## src/rtl/dr_file.sv

```systemverilog
// Bank of DEPTH data registers with in-place load/inc/dec/shift/rotate ops,
// two registered read ports with write-first bypass, carry/zero flags and a clear-all sweep.
module dr_file #(
    parameter int WIDTH = 8,
    parameter int DEPTH = 4,
    parameter int AW    = 2
) (
    input  logic             clk,
    input  logic             rst,
    input  logic             we,
    input  logic [2:0]       op,
    input  logic [AW-1:0]    waddr,
    input  logic [WIDTH-1:0] wdata,
    input  logic             cin,
    input  logic [AW-1:0]    raddr_a,
    input  logic [AW-1:0]    raddr_b,
    output logic [WIDTH-1:0] rdata_a,
    output logic [WIDTH-1:0] rdata_b,
    output logic             carry,
    output logic             zero,
    output logic             busy,
    output logic             err
);
    localparam logic [2:0] OP_LOAD = 3'd0;
    localparam logic [2:0] OP_INC  = 3'd1;
    localparam logic [2:0] OP_DEC  = 3'd2;
    localparam logic [2:0] OP_SHL  = 3'd3;
    localparam logic [2:0] OP_SHR  = 3'd4;
    localparam logic [2:0] OP_ROL  = 3'd5;
    localparam logic [2:0] OP_ROR  = 3'd6;
    localparam logic [2:0] OP_CLR  = 3'd7;

    typedef enum logic {IDLE, SWEEP} state_t;

    state_t           state_q;
    logic [AW-1:0]    idx_q;
    logic             busy_q, err_q, carry_q, zero_q;
    logic [WIDTH-1:0] rdata_a_q, rdata_b_q;
    logic [WIDTH-1:0] regs_q [DEPTH];
    logic [WIDTH-1:0] regs_d [DEPTH];
    logic [WIDTH-1:0] rdata_a_d, rdata_b_d;

    logic [WIDTH-1:0] cur, res;
    logic             res_c, in_range, is_clr, accept, start, reject, last;

    always_comb begin
        cur = '0;
        for (int i = 0; i < DEPTH; i++)
            if (int'(waddr) == i) cur = regs_q[i];

        in_range = int'(waddr) < DEPTH;
        is_clr   = (op == OP_CLR);
        accept   = we && (state_q == IDLE) && !is_clr && in_range;
        start    = we && (state_q == IDLE) && is_clr;
        reject   = we && ((state_q == SWEEP) || (!is_clr && !in_range));
        last     = int'(idx_q) == DEPTH - 1;

        res   = cur;
        res_c = 1'b0;
        case (op)
            OP_LOAD: begin res = wdata; res_c = 1'b0; end
            OP_INC:  {res_c, res} = {1'b0, cur} + (WIDTH+1)'(1);
            OP_DEC:  begin res = cur - WIDTH'(1); res_c = (cur == '0); end
            OP_SHL:  begin res = {cur[WIDTH-2:0], cin}; res_c = cur[WIDTH-1]; end
            OP_SHR:  begin res = {cin, cur[WIDTH-1:1]}; res_c = cur[0]; end
            OP_ROL:  begin res = {cur[WIDTH-2:0], cur[WIDTH-1]}; res_c = cur[WIDTH-1]; end
            OP_ROR:  begin res = {cur[0], cur[WIDTH-1:1]}; res_c = cur[0]; end
            default: begin res = cur; res_c = 1'b0; end
        endcase

        regs_d = regs_q;
        for (int i = 0; i < DEPTH; i++) begin
            if (accept && int'(waddr) == i) regs_d[i] = res;
            if (state_q == SWEEP && int'(idx_q) == i) regs_d[i] = '0;
        end

        // Reading from next-state values gives write-first bypass for free.
        rdata_a_d = '0;
        rdata_b_d = '0;
        for (int i = 0; i < DEPTH; i++) begin
            if (int'(raddr_a) == i) rdata_a_d = regs_d[i];
            if (int'(raddr_b) == i) rdata_b_d = regs_d[i];
        end
    end

    always_ff @(posedge clk) begin
        if (rst) begin
            for (int i = 0; i < DEPTH; i++) regs_q[i] <= '0;
            rdata_a_q <= '0;
            rdata_b_q <= '0;
            carry_q   <= 1'b0;
            zero_q    <= 1'b1;
            busy_q    <= 1'b0;
            err_q     <= 1'b0;
            idx_q     <= '0;
            state_q   <= IDLE;
        end else begin
            regs_q    <= regs_d;
            rdata_a_q <= rdata_a_d;
            rdata_b_q <= rdata_b_d;
            err_q     <= reject;
            case (state_q)
                IDLE: begin
                    if (start) begin
                        state_q <= SWEEP;
                        idx_q   <= '0;
                        busy_q  <= 1'b1;
                    end
                    if (accept) begin
                        carry_q <= res_c;
                        zero_q  <= (res == '0);
                    end
                end
                SWEEP: begin
                    idx_q <= idx_q + AW'(1);
                    if (last) begin
                        state_q <= IDLE;
                        busy_q  <= 1'b0;
                        carry_q <= 1'b0;
                        zero_q  <= 1'b1;
                    end
                end
                default: state_q <= IDLE;
            endcase
        end
    end

    assign rdata_a = rdata_a_q;
    assign rdata_b = rdata_b_q;
    assign carry   = carry_q;
    assign zero    = zero_q;
    assign busy    = busy_q;
    assign err     = err_q;
endmodule

```

## config.mk

```make
export PLATFORM = sky130hd
export DESIGN_NAME = dr_file
export DESIGN_NICKNAME = d
export VERILOG_FILES = /design/src/rtl/dr_file.sv
export SDC_FILE = /design/constraint.sdc
export NUM_CORES = 1
export LEC_CHECK = 0
export CAP_MARGIN = 20
export CORE_AREA = 4 4 100 102
export DETAILED_ROUTE_END_ITERATION = 6
export DIE_AREA = 0 0 104 106
export SLEW_MARGIN = 15
export SYNTH_ARGS = -nofsm -noshare
export SYNTH_HDL_FRONTEND = slang
export SYNTH_SLANG_ARGS = --single-unit
```

## constraint.sdc

```tcl
create_clock -name clk -period 4.26 [get_ports clk]
set_input_delay 0.852 -clock clk [delete_from_list [all_inputs] [get_ports clk]]
set_output_delay 0.852 -clock clk [all_outputs]
set_load 0.05 [all_outputs]
```

==> impl_metrics.ini, run 1 <==
[worst_setup_path]
timing.critical_path.mode_cell = sky130_fd_sc_hd__inv_1
critical_path.max_stage_delay_ns = 0.59
criticalPathCategory = in -> reg
critPathMaxFanout = 4
rrSetupSlack_ns = 1.18
worst_setup_path_start_kind = input pin
slowest_cp_cell = sky130_fd_sc_hd__clkdlybuf4s50_1
critical_path.cell_chain = clkdlybuf4s50_1 > mux4_2 > inv_1 > ha_1 > inv_1 > or4_1 > a21oi_1 > o32a_2 > mux2i_2 > or3_1 > a221oi_2
setup.worst_path.end_class = flip-flop
crit_required_ns = 4.50
timing.critical_path.arrival_ns = 4.10

[clocking]
ctsHtreeMaxLevel = 2
sinks_on_clock_net = 55
worst_setup_hold_path_clk_slew_ns = 0.11
cts_setup_buffers = 0
ctsRootBufferMaster = sky130_fd_sc_hd__clkbuf_8
post_cts_resized = 0
cts_tree = done
cts-buffers-inserted = 5
ctsLongestPathBuffers = 2
clock_network_latency_to_the_later_pin_of_the_worst_skew_pair_ns = 0.32
cts-hold-fix-buffers = 0

[flow_run]
cap_violations = 0

[place]
placement.cell_area_um2 = 4673
place.port_buffers = 40
hpwl_um = 10770
place.gp.congestion = 0.9713

[route]
drt_pre_antenna_iters = 7
total_via_count_after_detailed_routing = 4361
drt_iter0_markers = 530
final_antenna_net_count = 0
vias_per_cell = 6.538
routed_wl_um = 14240
wl_cell_um = 21.35
number_of_drc_violations_after_detailed_routing = 0

[floorplanning]
die_y_um = 106
floorplan.die_area_um2 = 11020
core_um2 = 9109
initial_utilization = 0.4426
fp-row-count = 35
io_pins = 41
fp.dieW_um = 104

[logic_synthesis]
synth_warnings = 0
ys_seq_elements = 55
yosysUniqueCellTypes = 68
synth_largest_area_cell = sky130_fd_sc_hd__dfxtp_1
ys_dominant_reg_cell = sky130_fd_sc_hd__dfxtp_1
synth_seq_area_share = 0.2731
avgSynthCellArea_um2 = 7.813
synth_top_cells_by_area = sky130_fd_sc_hd__dfxtp_1 (27%), sky130_fd_sc_hd__mux4_2 (5.0%), sky130_fd_sc_hd__a21oi_1 (5.0%), sky130_fd_sc_hd__nand2_1 (4.9%), sky130_fd_sc_hd__nor2_1 (4.3%)
number_of_flops_mapped_to_enable_cells_by_yosys = 0
synth_cells = 516
yosys.area.top_type_share = 0.2731
most_common_cell_in_the_netlist = sky130_fd_sc_hd__dfxtp_1
syn_std_cell_area_um2 = 4031
synth.net_count = 544
netlist_top_cells_count = sky130_fd_sc_hd__dfxtp_1 (55), sky130_fd_sc_hd__nand2_1 (53), sky130_fd_sc_hd__nor2_1 (46), sky130_fd_sc_hd__a21oi_1 (40), sky130_fd_sc_hd__clkbuf_1 (35)
ys_async_sr_fraction = 0

[timing]
post-route-min-period_ns = 3.863
report.final.hold_viol_count = 0
fin_setup_tns_ns = 0
setup_viol = 0
grt_setup_unrepaired = false
worst-slew-pin-transition_ns = 0.7434
fmaxAchievable_mhz = 258.9
worst_slew_margin_rel = 0.5037
timing.final.crit_share = 0.9068
drv_slew = 0
clock-skew-final_ns = 0.008239

[pwr]
internal_power_uw = 825.8
total_switching_power_uw = 455.7
power.share.switching = 0.3556
maximum_vdd_drop_uv = 135.6
pwr-share-seq = 0.432
power-per-cell-area_nw_per_um2 = 268.3
share_clk_of_total_power = 0.258
power.combinational.fraction = 0.310
power_leakage_nw = 1.758

[layout]
layout_area_overhead_pct = 18.47
final_layout_size_suffix_gt1_frac = 0.1349
num-nets-final = 583
finish.instance_area_um2 = 4776
antenna_cells = 0
fillerInstances = 891

[global_route]
grt.overflow.total = 0
grt_usage = 0.2523
first_global_vias = 3964
grt_antenna_before_repair = 0
grt_pass1_wl_um = 22250
gr-usage-met2 = 0.3733
use_met3 = 0.04311
grt_start_max_net_pins = 24
globalRouteMet1Util = 0.3680
grt_most_used_layer = met2

[hold_path]
hp-class = reg -> reg

[outcome]
run_status = finished, final reports clean
per-stage QoR:
step / cells / setup WS (ns) / hold slack, ns / power, mW / utilization
3_5_place_dp: 659 / 0.05914 / 0.4771 / 0.9524 / 0.5130
5_1_grt: 667 / 0.2309 / 0.5278 / 1.332 / 0.5243
3_3_place_gp: 659 / 0.1496 / 0.4635 / 0.9513 / 0.5130
4_1_cts: 667 / 0.4005 / 0.4942 / 1.279 / 0.5243
6_report: 667 / 0.3969 / 0.4922 / 1.282 / 0.5243
2_1_floorplan: 516 / 0.3023 / 0.4464 / 0.8138 / -
routing by layer:
metal	vias up	routed length [µm]	share of wire
li1	2035	-	-
met3	32	1316	0.092
met2	256	6221	0.44
met1	2038	6350	0.45
met4	0	355	0.025
met5	-	0	0
layout by cell type (no fill, tap or decap), types with 5 or more instances in the layout:
cell type                         count
sky130_fd_sc_hd__nor2b_1              5
sky130_fd_sc_hd__nand4_1              7
sky130_fd_sc_hd__nor4_1               5
sky130_fd_sc_hd__nor2_1              46
sky130_fd_sc_hd__o22ai_1             10
sky130_fd_sc_hd__mux4_2               9
sky130_fd_sc_hd__a31oi_1             16
sky130_fd_sc_hd__a221oi_1             8
sky130_fd_sc_hd__mux2_2               7
sky130_fd_sc_hd__nand2_1             53
sky130_fd_sc_hd__o21ai_0             18
sky130_fd_sc_hd__and3_1               7
sky130_fd_sc_hd__ha_1                 7
sky130_fd_sc_hd__a21oi_1             40
sky130_fd_sc_hd__o31ai_1              6
sky130_fd_sc_hd__nand3_1             23
sky130_fd_sc_hd__clkbuf_8             6
sky130_fd_sc_hd__a211oi_1             5
sky130_fd_sc_hd__inv_1               11
sky130_fd_sc_hd__a41oi_1              5
sky130_fd_sc_hd__a32oi_1              7
sky130_fd_sc_hd__dfxtp_1             55
sky130_fd_sc_hd__clkdlybuf4s50_1     40
sky130_fd_sc_hd__nand2b_1            17
sky130_fd_sc_hd__o211ai_1             5
sky130_fd_sc_hd__buf_4               33
sky130_fd_sc_hd__and2_1              12
sky130_fd_sc_hd__mux2i_1             10
sky130_fd_sc_hd__nor3_1              10
sky130_fd_sc_hd__nor3b_1              6
area by class of cell:
class	instances	area (µm²)	share of cell area
clock buffer	6	82.58	0.01729
multi-input combinational	408	2724	0.5703
tap	111	138.9	0.02908
clock inverter	2	20.02	0.004192
timing repair buffer	74	668.1	0.1399
sequential	55	1101	0.2305
inverter	11	41.29	0.008646
worst max-delay path: cells and delay by family:
family                   cells  cell delay (ns)
AO/OA/AOI/OAI                3             0.69
adder cells (fa/ha/maj)      1             0.23
buffers and inverters        3             0.83
multiplexers                 2             0.64
AND/OR/NAND/NOR              2             0.86
flip-flops by register name, summed over array words and instances (netlist names):
signal	flops
regs_q	32
rdata_a	8
rdata_b	8
idx_q	2
busy	1
carry	1
err	1
state_q	1
zero	1
power by group through the flow:
stage                     clock network (mW)  registers [mW]  logic, mW
final                                  0.331           0.554      0.397
after detailed placement                   0           0.565      0.388
after floorplan                            0           0.595      0.219
after global placement                     0           0.565      0.387
after global routing                   0.352           0.556      0.424
after CTS                              0.336           0.553      0.389
path summary, 6_finish.rpt:
path | depth (start not counted) | endpoint | startpoint
worst max register to register | 10 | rdata_b[4] | regs_q[0]
worst max-delay path | 11 | rdata_b[4] | waddr[0]
worst min-delay path | 2 | regs_q[10] | regs_q[10]
worst min register to register | 2 | regs_q[10] | regs_q[10]
logic make-up after synthesis:
logic type	synth area share
muxes	0.09808
AOI/OAI and AO/OA	0.2846
buffers and inverters	0.05276
xor gates and xnor gates	0.006519
DFF	0.2731
adders and majority gates	0.02172
and+or+nand+nor	0.2632
(Power assumes the default switching activity.)
==> run 2, diff against run 1 <==
Settings changed: DONT_BUFFER_PORTS from default to 1.
==> impl_metrics.ini, run 2 (synthesis gave the netlist of run 1 again) <==
[outcome]
run_status = finished, final reports clean

[timing]
post-route-min-period_ns = 3.471
worst_slew_margin_rel = 0.4848
fin_setup_tns_ns = 0
report.final.hold_viol_count = 0
clock-skew-final_ns = 0.01260
timing.final.crit_share = 0.8147
grt_setup_unrepaired = false
drv_slew = 0
fmaxAchievable_mhz = 288.1
worst-slew-pin-transition_ns = 0.7711
setup_viol = 0
hold_slack_ns = 0.4858

[worst_setup_path]
crit_required_ns = 4.51
critPathMaxFanout = 25
worst_setup_path_start_kind = input pin
setup.worst_path.end_class = flip-flop
criticalPathCategory = in -> reg
timing.critical_path.arrival_ns = 3.72
worst-r2r-cell-count = 10

[layout]
largest-register = regs_q
num-nets-final = 518
layout_area_overhead_pct = 3.569
final_layout_size_suffix_gt1_frac = 0.1018
largest_reg_flops = 32
antenna_cells = 0
layout_common_cells = sky130_fd_sc_hd__dfxtp_1 (55), sky130_fd_sc_hd__nand2_1 (53), sky130_fd_sc_hd__nor2_1 (46), sky130_fd_sc_hd__a21oi_1 (40), sky130_fd_sc_hd__nand3_1 (23)
final_common_cell = sky130_fd_sc_hd__dfxtp_1

[floorplanning]
io_pins = 41
initial_utilization = 0.4426
die_y_um = 106
floorplan.die_area_um2 = 11020
fp.dieW_um = 104
core_um2 = 9109
fp-row-count = 35

[route]
vias_per_cell = 6.965
final_antenna_net_count = 0
routed_wl_um = 14020
drt_iter0_markers = 469
total_via_count_after_detailed_routing = 4193
drt_pre_antenna_iters = 5
wl_cell_um = 23.28
number_of_drc_violations_after_detailed_routing = 0

[clocking]
cts-hold-fix-buffers = 0
clock_network_latency_to_the_later_pin_of_the_worst_skew_pair_ns = 0.33
ctsHtreeMaxLevel = 2
cts_tree = done
ctsRootBufferMaster = sky130_fd_sc_hd__clkbuf_8
post_cts_resized = 0
worst_setup_hold_path_clk_slew_ns = 0.12
ctsLongestPathBuffers = 2
sinks_on_clock_net = 55
cts-buffers-inserted = 5
cts_setup_buffers = 0

[global_route]
grt_usage = 0.2506
first_global_vias = 3924
globalRouteMet1Util = 0.3494
grt_most_used_layer = met2
grt_antenna_before_repair = 0
gr-usage-met2 = 0.3751
grt_pass1_wl_um = 21830
use_met3 = 0.05950
grt_start_max_net_pins = 34
grt.overflow.total = 0

[hold_path]
hold_depth = 2
hp-class = reg -> reg

[pwr]
power_leakage_nw = 1.482
power-per-cell-area_nw_per_um2 = 283.0
maximum_vdd_drop_uv = 154.9

[place]
place.gp.congestion = 1.014
place.port_buffers = 0
hpwl_um = 10180

[flow_run]
cap_violations = 0
## run 2: changes by cell type in the layout (fill, tap and decap cells not counted)
| cell | before | now |
|---|---|---|
| sky130_fd_sc_hd__inv_6 | 0 | 1 |
| sky130_fd_sc_hd__clkbuf_8 | 6 | 5 |
| sky130_fd_sc_hd__buf_4 | 33 | 9 |
| sky130_fd_sc_hd__buf_12 | 1 | 0 |
| sky130_fd_sc_hd__inv_8 | 1 | 0 |
| sky130_fd_sc_hd__clkinv_8 | 0 | 1 |
| sky130_fd_sc_hd__clkdlybuf4s50_1 | 40 | 0 |
## run 2: final cells by class
| cell class | count | area, µm² |
|---|---|---|
| fill | 949 | 4933 |
| multi-input combinational | 408 | 2724 |
| sequential | 55 | 1101 |
| tap | 111 | 138.9 |
| clock buffer | 5 | 68.82 |
| timing repair buffer | 9 | 67.56 |
| inverter | 11 | 41.29 |
| clock inverter | 3 | 33.78 |
## run 2: metrics by stage
step	power [mW]	instance area [µm²]	setup WS, ns	std cells	utilization
2_1_floorplan	0.8138	4031	0.3023	516	-
3_3_place_gp	0.8603	4073	0.5466	594	0.4471
5_1_grt	1.232	4175	0.6151	602	0.4584
6_report	1.182	4175	0.7894	602	0.4584
4_1_cts	1.182	4175	0.8388	602	0.4584
3_5_place_dp	0.8611	4073	0.5190	594	0.4471
## run 2: worst max-delay path: stages
cell	delay [ns]
sky130_fd_sc_hd__mux4_2	0.65
sky130_fd_sc_hd__inv_1	0.16
sky130_fd_sc_hd__ha_1	0.25
sky130_fd_sc_hd__inv_1	0.14
sky130_fd_sc_hd__or4_1	0.53
sky130_fd_sc_hd__a21oi_1	0.20
sky130_fd_sc_hd__o32a_2	0.23
sky130_fd_sc_hd__mux2i_2	0.10
sky130_fd_sc_hd__or3_1	0.33
sky130_fd_sc_hd__a221oi_2	0.26
## run 2: final timing paths
kind,startpoint,to,slack [ns]
hold reg to reg,regs_q[2],regs_q[2],0.49
hold / removal,regs_q[2],regs_q[2],0.49
setup / recovery,waddr[0],rdata_b[4],0.79
setup reg to reg,regs_q[0],rdata_b[4],0.95
## run 2: metal layers
layer  routed length [µm]  vias to the layer above  part of all wire
met5                    0                        -                 0
met4                  466                        0             0.033
met3                 1408                       38              0.10
met2                 6089                      222              0.43
met1                 6050                     2031              0.43
li1                     -                     1902                 -
## run 2: report_power, final
part | switching [mW] | total (mW) | internal (mW)
combinational | 0.167 | 0.268 | 0.101
sequential | 0.0539 | 0.591 | 0.537
clock | 0.199 | 0.323 | 0.124
total | 0.420 | 1.18 | 0.762
==> run 3, diff against run 2 <==
Clock period 4.26 ns to 3.24 ns, I/O delays scaled along.
==> impl_metrics.ini, run 3 (synthesis gave the netlist of run 1 again) <==
[worst_setup_path]
last_element_of_the_critical_path = rdata_b[4]
worst-r2r-cell-count = 10
rr_endpoint = rdata_b[4]
timing.critical_path.arrival_ns = 3.16
crit_required_ns = 3.48
critPathMaxFanout = 4
setup.worst_path.end_class = flip-flop
worst_setup_path_start_kind = flip-flop
rrSetupSlack_ns = 0.32
criticalPathCategory = reg -> reg
critical_path.startpoint = regs_q[8]
reg2reg_from = regs_q[8]

[pwr]
maximum_vdd_drop_uv = 209.5
power_leakage_nw = 1.580
report.power.total_mw = 1.591
power-per-cell-area_nw_per_um2 = 365.8

[timing]
worst_slew_margin_rel = 0.5225
clock-skew-final_ns = 0.01383
timing.final.crit_share = 0.9004
post-route-min-period_ns = 2.917
setup_viol = 0
drv_slew = 0
report.final.hold_viol_count = 0
hold_slack_ns = 0.3790
worst-slew-pin-transition_ns = 0.7147
fmaxAchievable_mhz = 342.8
grt_setup_unrepaired = false

[layout]
largest_reg_flops = 32
post_layout_nonfiller_instances = 622
layout_common_cells = sky130_fd_sc_hd__dfxtp_1 (55), sky130_fd_sc_hd__nand2_1 (53), sky130_fd_sc_hd__nor2_1 (46), sky130_fd_sc_hd__a21oi_1 (39), sky130_fd_sc_hd__buf_4 (29)
layout_area_overhead_pct = 7.914
antenna_cells = 0
num-nets-final = 538
multiInputGateArea_um2 = 2744
largest-register = regs_q
fillerInstances = 920
final_common_cell = sky130_fd_sc_hd__dfxtp_1
total_area_of_sequential_cells_um2 = 1101
final_layout_size_suffix_gt1_frac = 0.1468

[outcome]
run_status = finished, final reports clean

[clocking]
cts_setup_buffers = 0
ctsLongestPathBuffers = 2
cts-buffers-inserted = 5
ctsHtreeMaxLevel = 2
cts-hold-fix-buffers = 0
clock_network_latency_to_the_later_pin_of_the_worst_skew_pair_ns = 0.32
post_cts_resized = 0
cts_tree = done
worst_setup_hold_path_clk_slew_ns = 0.11
ctsRootBufferMaster = sky130_fd_sc_hd__clkbuf_8
sinks_on_clock_net = 55

[global_route]
grt_pass1_wl_um = 22310
grt_start_max_net_pins = 34
grt_antenna_before_repair = 0
grt_usage = 0.2540
grt.overflow.total = 0
first_global_vias = 3893

[hold_path]
hp-class = in -> reg

[place]
hpwl_um = 10560
place.port_buffers = 0
place.gp.congestion = 0.9278
post-place-cells = 614

[floorplanning]
fp-row-count = 35
die_y_um = 106
io_pins = 41
core_um2 = 9109
initial_utilization = 0.4426
floorplan.die_area_um2 = 11020
fp.dieW_um = 104

[route]
routed_wl_um = 14090
drt_pre_antenna_iters = 5
number_of_drc_violations_after_detailed_routing = 0
total_via_count_after_detailed_routing = 4265
wl_cell_um = 22.66
final_antenna_net_count = 0
drt_iter0_markers = 470
vias_per_cell = 6.857

[flow_run]
cap_violations = 0
## run 3: changes by cell type in the layout (fill, tap and decap cells not counted), sizes merged
cell / previous run / this run
buf: 9 / 29
clkbuf: 5 / 6
clkinv: 2 / 1
## run 3: worst min path at each step
stage | start | to | cells after the start
5_1_grt | rst | rdata_a[7] | 1
3_3_place_gp | regs_q[10] | regs_q[10] | 2
4_1_cts | rst | rdata_a[7] | 1
6_report | rst | rdata_b[2] | 1
3_5_place_dp | regs_q[2] | regs_q[2] | 2
2_1_floorplan | regs_q[10] | regs_q[10] | 2
## run 3: metal layers
layer  part of all wire  global-route usage  vias up  routed length, µm
li1                   -                   -     1950                  -
met1               0.43              0.3629     2004               6077
met2               0.43              0.3904      282               6090
met3               0.12             0.05707       29               1645
met4              0.020             0.05888        0                282
met5                  0                   0        -                  0
## run 3: where the power goes
part	switching, mW	internal [mW]
clock network	0.252	0.181
registers	0.0713	0.706
logic	0.224	0.158
total	0.547	1.04
## run 3: area by class of cell
class	count	area share
Sequential cell	55	0.2531
Timing Repair Buffer	29	0.05004
Clock buffer	6	0.01898
Multi-Input combinational cell	408	0.6307
Inverter	11	0.01064
Tap cell	111	0.03192
Clock inverter	2	0.004602
## run 3: worst max-delay path, stage by stage, from the launching register on
cell	delay, ns
sky130_fd_sc_hd__dfxtp_1	0.39
sky130_fd_sc_hd__mux4_2	0.54
sky130_fd_sc_hd__inv_4	0.10
sky130_fd_sc_hd__ha_4	0.16
sky130_fd_sc_hd__inv_4	0.05
sky130_fd_sc_hd__or4_4	0.51
sky130_fd_sc_hd__a21oi_2	0.16
sky130_fd_sc_hd__o32a_2	0.21
sky130_fd_sc_hd__mux2i_2	0.09
sky130_fd_sc_hd__or3_1	0.39
sky130_fd_sc_hd__a221oi_2	0.23
## run 3: stage by stage
step	utilization	TNS [ns]	worst slack [ns]	cell area, µm²
3_3_place_gp	0.4663	0	0.08470	4248
5_1_grt	0.4776	0	0.1657	4350
4_1_cts	0.4776	0	0.3365	4350
2_1_floorplan	-	-0.3015	-0.2251	4085
6_report	0.4776	0	0.3228	4350
3_5_place_dp	0.4663	0	0.03473	4248
